## src/rtl/rca_share_arb_if.sv

```systemverilog
// Bundle between client blocks, the shared ripple-carry adder
// and the arbiter: request side, adder side and response side.
interface rca_share_arb_if #(
   parameter int NUM_REQ = 4,
   parameter int ID_W    = 2
);
   logic [NUM_REQ-1:0]   req_valid;
   logic [8*NUM_REQ-1:0] req_a;
   logic [8*NUM_REQ-1:0] req_b;
   logic [NUM_REQ-1:0]   req_ready;
   logic [7:0]           add_a;
   logic [7:0]           add_b;
   logic [8:0]           add_sum;
   logic                 rsp_valid;
   logic                 rsp_ready;
   logic [8:0]           rsp_sum;
   logic [ID_W-1:0]      rsp_id;
   logic                 busy;
   logic [15:0]          op_count;

   modport master (
      output req_valid, req_a, req_b,
      output add_sum, rsp_ready,
      input  req_ready, add_a, add_b,
      input  rsp_valid, rsp_sum, rsp_id,
      input  busy, op_count
   );

   modport slave (
      input  req_valid, req_a, req_b,
      input  add_sum, rsp_ready,
      output req_ready, add_a, add_b,
      output rsp_valid, rsp_sum, rsp_id,
      output busy, op_count
   );
endinterface

```

## src/rtl/rca_share_arb.sv

```systemverilog
// Round-robin arbiter sharing one external 8-bit ripple-carry adder;
// operands are held for SETTLE_CYCLES before the sum is captured.
module rca_share_arb #(
   parameter int NUM_REQ       = 4,
   parameter int ID_W          = 2,
   parameter int SETTLE_CYCLES = 1
) (
   input logic            clk,
   input logic            rst,
   rca_share_arb_if.slave bus
);
   generate
      if (NUM_REQ < 2 || NUM_REQ > 8 ||
          SETTLE_CYCLES < 1 || SETTLE_CYCLES > 15 ||
          (2**ID_W) < NUM_REQ) begin : g_bad_param
         $error("rca_share_arb: illegal parameters");
      end
   endgenerate

   typedef enum logic [1:0] {
      IDLE,
      SETTLE,
      RESP
   } state_t;

   state_t          r_state;
   state_t          w_state_nxt;
   logic [ID_W-1:0] r_ptr;
   logic [3:0]      r_cnt;
   logic [7:0]      r_add_a;
   logic [7:0]      r_add_b;
   logic            r_rsp_valid;
   logic [8:0]      r_rsp_sum;
   logic [ID_W-1:0] r_rsp_id;
   logic [15:0]     r_op_count;

   logic               w_any;
   logic [ID_W-1:0]    w_gnt;
   logic [ID_W-1:0]    w_ptr_nxt;
   logic [NUM_REQ-1:0] w_ready;
   logic               w_accept;
   logic               w_settle_done;
   logic               w_rsp_fire;
   int                 v_dist;
   int                 v_best;

   // Winner is the valid requester closest to r_ptr going upward.
   always_comb begin
      w_any  = 1'b0;
      w_gnt  = '0;
      v_best = NUM_REQ;
      v_dist = 0;
      for (int i = 0; i < NUM_REQ; i++) begin
         v_dist = i - int'(r_ptr);
         if (v_dist < 0) v_dist = v_dist + NUM_REQ;
         if (bus.req_valid[i] && v_dist < v_best) begin
            v_best = v_dist;
            w_gnt  = ID_W'(i);
            w_any  = 1'b1;
         end
      end
   end

   always_comb begin
      w_ready = '0;
      for (int i = 0; i < NUM_REQ; i++) begin
         w_ready[i] = (r_state == IDLE) && w_any &&
                      (w_gnt == ID_W'(i));
      end
   end

   assign w_ptr_nxt = (w_gnt == ID_W'(NUM_REQ - 1)) ?
                      '0 : w_gnt + ID_W'(1);

   always_ff @(posedge clk or posedge rst) begin
      if (rst) r_state <= IDLE;
      else     r_state <= w_state_nxt;
   end

   always_comb begin
      w_state_nxt   = r_state;
      w_accept      = 1'b0;
      w_settle_done = 1'b0;
      w_rsp_fire    = 1'b0;
      unique case (r_state)
         IDLE: begin
            if (w_any) begin
               w_accept    = 1'b1;
               w_state_nxt = SETTLE;
            end
         end
         SETTLE: begin
            if (r_cnt == 4'(SETTLE_CYCLES - 1)) begin
               w_settle_done = 1'b1;
               w_state_nxt   = RESP;
            end
         end
         RESP: begin
            if (bus.rsp_ready) begin
               w_rsp_fire  = 1'b1;
               w_state_nxt = IDLE;
            end
         end
         default: w_state_nxt = IDLE;
      endcase
   end

   always_ff @(posedge clk or posedge rst) begin
      if (rst) begin
         r_ptr       <= '0;
         r_cnt       <= '0;
         r_add_a     <= '0;
         r_add_b     <= '0;
         r_rsp_valid <= 1'b0;
         r_rsp_sum   <= '0;
         r_rsp_id    <= '0;
         r_op_count  <= '0;
      end else begin
         if (w_accept) begin
            r_add_a  <= bus.req_a[8*w_gnt +: 8];
            r_add_b  <= bus.req_b[8*w_gnt +: 8];
            r_rsp_id <= w_gnt;
            r_ptr    <= w_ptr_nxt;
            r_cnt    <= '0;
         end
         if (r_state == SETTLE) r_cnt <= r_cnt + 4'd1;
         // Multicycle capture: adder inputs have been stable long enough.
         if (w_settle_done) begin
            r_rsp_sum   <= bus.add_sum;
            r_rsp_valid <= 1'b1;
         end
         if (w_rsp_fire) begin
            r_rsp_valid <= 1'b0;
            r_op_count  <= r_op_count + 16'd1;
         end
      end
   end

   assign bus.req_ready = w_ready;
   assign bus.add_a     = r_add_a;
   assign bus.add_b     = r_add_b;
   assign bus.rsp_valid = r_rsp_valid;
   assign bus.rsp_sum   = r_rsp_sum;
   assign bus.rsp_id    = r_rsp_id;
   assign bus.busy      = (r_state != IDLE);
   assign bus.op_count  = r_op_count;
endmodule

```

## src/flat_wrapper.sv

```systemverilog
// flat-port wrapper written by rule: the top's interface ports become plain ports
module rca_share_arb_flat 
#(
   parameter int NUM_REQ       = 4,
   parameter int ID_W          = 2,
   parameter int SETTLE_CYCLES = 1
)
  (clk, rst, bus_req_valid, bus_req_a, bus_req_b, bus_add_sum, bus_rsp_ready, bus_req_ready, bus_add_a, bus_add_b, bus_rsp_valid, bus_rsp_sum, bus_rsp_id, bus_busy, bus_op_count);
  rca_share_arb_if #(.NUM_REQ(NUM_REQ), .ID_W(ID_W)) bus_i ();
  input logic clk;
  input logic rst;
  input wire logic [$bits(bus_i.req_valid)-1:0] bus_req_valid;
  input wire logic [$bits(bus_i.req_a)-1:0] bus_req_a;
  input wire logic [$bits(bus_i.req_b)-1:0] bus_req_b;
  input wire logic [$bits(bus_i.add_sum)-1:0] bus_add_sum;
  input wire logic [$bits(bus_i.rsp_ready)-1:0] bus_rsp_ready;
  output wire logic [$bits(bus_i.req_ready)-1:0] bus_req_ready;
  output wire logic [$bits(bus_i.add_a)-1:0] bus_add_a;
  output wire logic [$bits(bus_i.add_b)-1:0] bus_add_b;
  output wire logic [$bits(bus_i.rsp_valid)-1:0] bus_rsp_valid;
  output wire logic [$bits(bus_i.rsp_sum)-1:0] bus_rsp_sum;
  output wire logic [$bits(bus_i.rsp_id)-1:0] bus_rsp_id;
  output wire logic [$bits(bus_i.busy)-1:0] bus_busy;
  output wire logic [$bits(bus_i.op_count)-1:0] bus_op_count;
  assign bus_i.req_valid = bus_req_valid;
  assign bus_i.req_a = bus_req_a;
  assign bus_i.req_b = bus_req_b;
  assign bus_i.add_sum = bus_add_sum;
  assign bus_i.rsp_ready = bus_rsp_ready;
  assign bus_req_ready = bus_i.req_ready;
  assign bus_add_a = bus_i.add_a;
  assign bus_add_b = bus_i.add_b;
  assign bus_rsp_valid = bus_i.rsp_valid;
  assign bus_rsp_sum = bus_i.rsp_sum;
  assign bus_rsp_id = bus_i.rsp_id;
  assign bus_busy = bus_i.busy;
  assign bus_op_count = bus_i.op_count;
  rca_share_arb #(.NUM_REQ(NUM_REQ), .ID_W(ID_W), .SETTLE_CYCLES(SETTLE_CYCLES)) u_core (.clk(clk), .rst(rst), .bus(bus_i));
endmodule
```

## config.mk

```make
export PLATFORM = sky130hd
export DESIGN_NAME = rca_share_arb_flat
export DESIGN_NICKNAME = d
export VERILOG_FILES = /design/src/rtl/rca_share_arb_if.sv /design/src/rtl/rca_share_arb.sv /design/src/flat_wrapper.sv
export SDC_FILE = /design/constraint.sdc
export NUM_CORES = 1
export LEC_CHECK = 0
export BUFFER_PORTS_ARGS = -buffer_cell sky130_fd_sc_hd__buf_2
export CORE_ASPECT_RATIO = 0.7
export CORE_MARGIN = 3
export CORE_UTILIZATION = 40
export DETAILED_ROUTE_END_ITERATION = 7
export GPL_ROUTABILITY_DRIVEN = 0
export PLACE_DENSITY = 0.69
export SYNTH_ARGS = -nofsm -noshare
export SYNTH_HDL_FRONTEND = slang
export SYNTH_SLANG_ARGS = --single-unit
```

## constraint.sdc

```tcl
create_clock -name clk -period 11.55 [get_ports clk]
set_clock_uncertainty 0.1 [all_clocks]
set_input_delay 2.31 -clock clk [delete_from_list [all_inputs] [get_ports clk]]
set_output_delay 2.31 -clock clk [all_outputs]
set_load 0.005 [all_outputs]
```

# == Word level (Yosys, flattened, before mapping) ==
# Index checks and enable logic that the tools add are counted.
# W data, S select, Z words.
# word_totals
regBits,52
input_bits,80
output_inout_bits,49
word_cells,83
# op_classes
n_addsub,11
n_lt_le_gt_ge,8
eq_ne,8
shifts,2
muxes,29
reduce_logical,16
# op_table
op,n
$mux W32,7
$add A32 B4 Y32 const B,4
$lt A32 B1 Y1 const B,4
$lt A32 B32 Y1,3
$shiftx A32 B6 Y8,2
$lt A32 B4 Y1 const B,1
$add A16 B1 Y16 const B,1
$mux W1,13
$mux W2,6
$logic_and A1 B1 Y1,9
$mux W4,2
$eq A2 B2 Y1 const B,3
$pmux W2 S3,1
$reduce_bool A2 Y1,3
$sub A1 B2 Y3 const A,2
$sub A2 B2 Y3 const A,2
$add A4 B1 Y4 const B,1
$eq A2 B1 Y1 const B,2
$logic_not A2 Y1,2
$logic_not A4 Y1,1
$ne A2 B1 Y1 const B,2
$reduce_and A3 Y1,1
$add A2 B1 Y2 const B,1
$ne A2 B2 Y1 const B,1

# == Logic depth before layout (Yosys ltp) ==
# logic_depth
depth_word,19
ltp_mapped,19
ltp_nobuf,17

# == Worst setup path after synthesis ==
# No wires, ideal clock.
# synth_timing
kind,input to output
start,in bus_req_valid[0]
end,out bus_req_ready[1]
arrival_ns,5.189
required_time_ns,9.140
path_slack_ns,3.951
stages,16
path_buffers,3
cell_sequence,buf_4 o31a_1 ha_1 o22ai_1 o21ai_2 buf_6 nor2_1 a21o_1 ha_1 o21ai_1 a32o_2 buf_2 nor2_1 inv_1 ha_1 and2_1
# synth_between
elab_chain_cells,13
word_cells_on_any_way,20
cone_classes,order compare: 3; eq/ne: 1; mux: 10; reduce/logical: 6
# synth_lines
item,line_no,rtl
from (decl),flat_wrapper.sv:12,input wire logic [$bits(bus_i.req_valid)-1:0] bus_req_valid;
$logic_and A1 B1 Y1 *,rca_share_arb.sv:56,if (bus.req_valid[i] && v_dist < v_best) begin
$mux W32 *,rca_share_arb.sv:56,
$lt A32 B32 Y1,rca_share_arb.sv:56,
$logic_and A1 B1 Y1,rca_share_arb.sv:56,
$mux W32,rca_share_arb.sv:56,
$lt A32 B32 Y1,rca_share_arb.sv:56,
$logic_and A1 B1 Y1,rca_share_arb.sv:56,
$mux W32,rca_share_arb.sv:56,
$lt A32 B32 Y1,rca_share_arb.sv:56,
$logic_and A1 B1 Y1,rca_share_arb.sv:56,
$mux W2 *,rca_share_arb.sv:56,
named net u_core.w_gnt[0],rca_share_arb.sv:38,logic [ID_W-1:0] w_gnt;
$eq A2 B1 Y1 *,rca_share_arb.sv:68,(w_gnt == ID_W'(i));
$logic_and A1 B1 Y1 *,rca_share_arb.sv:67,w_ready[i] = (r_state == IDLE) && w_any &&
to (decl),flat_wrapper.sv:17,output wire logic [$bits(bus_i.req_ready)-1:0] bus_req_ready;
# Mark *: on every way through the listed nets, which the timed path passes. The rest lies on a longest branch.

# == Worst setup path after layout ==
# layout_timing
start,in bus_req_valid[1]
end,out bus_req_ready[2]
# layout_between
elab_chain_cells,10
word_cells_on_any_way,16
cone_classes,order compare: 2; eq/ne: 1; mux: 8; reduce/logical: 5
# layout_lines
item,line_no
$logic_and A1 B1 Y1 *,rca_share_arb.sv:56
$mux W32,rca_share_arb.sv:56
$lt A32 B32 Y1,rca_share_arb.sv:56
$logic_and A1 B1 Y1,rca_share_arb.sv:56
$mux W32,rca_share_arb.sv:56
$lt A32 B32 Y1,rca_share_arb.sv:56
$logic_and A1 B1 Y1,rca_share_arb.sv:56
$mux W2 or $mux W1 (tied branches),rca_share_arb.sv:56
$eq A2 B2 Y1 or $logic_and A1 B1 Y1 (tied branches),"rca_share_arb.sv:68, rca_share_arb.sv:67"
$logic_and A1 B1 Y1 *,rca_share_arb.sv:67
# Mark *: on every way between the ends. The rest lies on a longest branch, timed or not.

==> impl_metrics.yaml <==
status:
  outcome: "completed"
synthesis:
  yosysUniqueCellTypes: 49
  synthesis.area_per_instance_sq_um: 10.2
  synth_seq_area_share: 0.451
  syn-num-nets: 373
  synth-main-ff-cell: "dfrtp_1"
  synth.cell_area_sq_mm: 0.00288
  synth_register_bits: 52
  synth_enable_flop_cells: 0
  post_synth_inst_count: 284
  synth_warnings: 0
  ys_async_sr_fraction: 1.00
drt:
  via_count: 2615
  detail_route.first_pass.iterations: 6
  wl_per_cell_microns: 14.9
  route.final.wire_length_microns: 7460
  remaining_drc_errors: 0
  ant_nets: 0
  route.detailed.vias_per_inst: 5.21
  drt_iter0_markers: 166
timing:
  fmax_mhz: 120
  maxSlewViolCount: 0
  finalCriticalPeriod_ns: 8.36
  finalHoldViolations: 0
  finalSetupViolCount: 0
  max_slew.worst_pin.slew_ns: 1.10
  setup-tns-final_ns: 0
  grt_setup_unrepaired: "no"
  post_route_fraction_of_the_period_consumed_by_the_critical_path: 0.724
  max-slew-margin-rel: 0.265
clock_network:
  cts_buffer_depth: 2
  ctsRootBufferMaster: "clkbuf_8"
  worst_skew_pair.late_latency_ns: 0.30
  tritoncts.num_buffers: 5
  clkTransAtPathRegs_ns: 0.10
  clock_sink_count: 52
  tritoncts_clock_tree: "done"
  cts_hold_repair.buffers: 0
  htree_levels: 2
  post_cts_resize_count: 0
  cts_setup_buffers: 0
final_layout:
  finish.net_count: 496
  syn_to_final_growth_pct: 27.7
  post_route_cells_drive_above_1_share: 0.395
  diodes: 0
  postLayoutCellArea_sq_mm: 0.00368
power_and_ir_drop:
  power_density_mw_per_mm2: 244
  vdd_drop_max_v: 0.000100
  leakagePower_nw: 1.82
  finalPower_uw: 899
setup_path:
  worstPathRequired_ns: 9.14
  worst_setup_path_end_kind: "output port"
  crit_chain: "buf_2 -> inv_1 -> o31a_1 -> ha_1 -> o22ai_1 -> o21ai_2 -> nor2_1 -> a21o_1 -> ha_1 -> o21ai_0 -> a32o_2 -> nor2_1 -> ha_1 -> and2_1 -> buf_2"
  crit_slowest_cell: "o21ai_2"
  worst-r2r-setup-slack_ns: 7.22
  worst_setup_path_start_kind: "input pin"
  crit_path_top_cell_by_count: "ha_1"
  critical_path.max_stage_delay_ns: 0.60
  timing_worst_setup_path_type: "in2out"
  worst-path-max-fanout: 24
  critPathArrivalTime_ns: 5.95
floorplanning:
  rows: 25
  floorplan.initialDensity: 0.419
  die-area_sq_mm: 0.00828
  num_io_pins: 129
  die-width_microns: 107
  height_of_the_die_microns: 77.0
  floorplan.core_area_sq_mm: 0.00688
global_route:
  grt_first_pass_wirelength_microns: 12300
  grt_max_degree: 53
  grt_antenna_before_repair: 0
  grt_pass1_vias: 2623
  globalRouteOverflowTotal: 0
  grt.total_usage: 0.181
flow_run:
  timing.max_cap.violations: 0
min_path:
  hp-class: "reg2reg"
place:
  place.port_buffers: 128
  detailed_place.area_sq_mm: 0.00357
  hpwl_microns: 5690
final timing paths:
check | end | start | cells past startpoint
worst max-delay path | bus_req_ready[2] | bus_req_valid[1] | 15
worst min-delay path | u_core.bus.op_count[15] | u_core.bus.op_count[15] | 1
worst max register to register | u_core.r_ptr[1] | u_core.r_ptr[1] | 17
worst min register to register | u_core.bus.op_count[15] | u_core.bus.op_count[15] | 1
max in group asynchronous | u_core.bus.rsp_sum[4] | rst | 3
min in group asynchronous | u_core.bus.op_count[11] | rst | 3
final cells by class:
cell class | count | area, sq um
inverters | 9 | 33.8
multi-input cells | 209 | 1460
flip-flops and latches | 52 | 1300
clock buffers | 5 | 68.8
repair buffers | 130 | 656
fillers | 645 | 3200
clock inverters | 3 | 46.3
well taps | 94 | 118
placed cells by master, fill, tap and decap left out, drive strengths merged, types with 7 or more instances in the layout:
cell	count
mux2	21
a211o	7
nand2	24
a21oi	11
a31oi	8
ha	9
o22ai	19
xnor2	11
nor2	24
dfrtp	52
inv	10
o21ai	19
mux2i	7
buf	130
cell usage after synthesis (2+ instances only):
master | instances | area share
a21oi_1 | 10 | 0.017
o22ai_1 | 19 | 0.041
o21ai_1 | 2 | 0.0035
mux2_1 | 7 | 0.027
nand2b_1 | 3 | 0.0065
nor2b_1 | 3 | 0.0065
xnor2_1 | 11 | 0.033
a31oi_1 | 8 | 0.017
a211o_1 | 7 | 0.021
o21ai_0 | 15 | 0.026
clkbuf_1 | 3 | 0.0039
nand4_1 | 2 | 0.0043
buf_4 | 4 | 0.010
and2_1 | 5 | 0.011
buf_2 | 5 | 0.0087
nand3_1 | 4 | 0.0069
inv_1 | 9 | 0.012
nor3_1 | 2 | 0.0035
mux2i_1 | 7 | 0.024
mux2_2 | 14 | 0.055
ha_1 | 9 | 0.039
nand2_1 | 24 | 0.031
buf_6 | 2 | 0.0078
xor2_1 | 6 | 0.018
o21ai_2 | 2 | 0.0061
and3_1 | 4 | 0.0087
nor2_1 | 23 | 0.030
and4_1 | 2 | 0.0061
dfrtp_1 | 52 | 0.45
sequential cells by signal, indices dropped and copies added, names as in the netlist, 2 cells and up:
name	flops
u_core.bus.rsp_id	2
u_core.bus.add_b	8
u_core.bus.add_a	8
u_core.r_ptr	2
u_core.bus.rsp_sum	9
u_core.r_cnt	4
u_core.r_state	2
u_core.bus.op_count	16
layer usage:
metal,track usage,vias up,share of wire
met2,0.289,127,0.42
met4,0.0429,0,0.0094
met3,0.0513,11,0.097
met5,0,-,0
li1,-,1267,-
met1,0.245,1210,0.47
stage by stage:
step	setup WS, ns	utilization	cells	hold slack [ns]
3_5_place_dp	3.27	0.519	494	0.375
6_report	3.19	0.535	502	0.377
3_3_place_gp	3.51	0.519	494	0.355
4_1_cts	3.26	0.535	502	0.390
2_1_floorplan	3.95	-	284	0.360
5_1_grt	2.88	0.535	502	0.404
power breakdown:
group / switching [mW] / internal, mW / leakage [nW] / total, mW
combinational: 0.259 / 0.213 / 1.14 / 0.472
clock: 0.0612 / 0.0653 / 0.0548 / 0.127
sequential: 0.0483 / 0.252 / 0.633 / 0.300
logic make-up after synthesis:
group | Yosys count | synth area share
simple gates | 79 | 0.132
compound gates | 76 | 0.177
flops | 52 | 0.451
mux | 28 | 0.106
buf+inv | 23 | 0.0425
xor+xnor | 17 | 0.0516
fa+ha+maj | 9 | 0.0390
critical path: cells and delay by family:
family / cells / cell delay [ns]
AOI/OAI and AO/OA: 6 / 2.02
and+or+nand+nor: 3 / 0.42
buffers and inverters: 3 / 0.39
adders and majority gates: 3 / 0.80
Note: power is estimated with default switching activity, not from simulation.
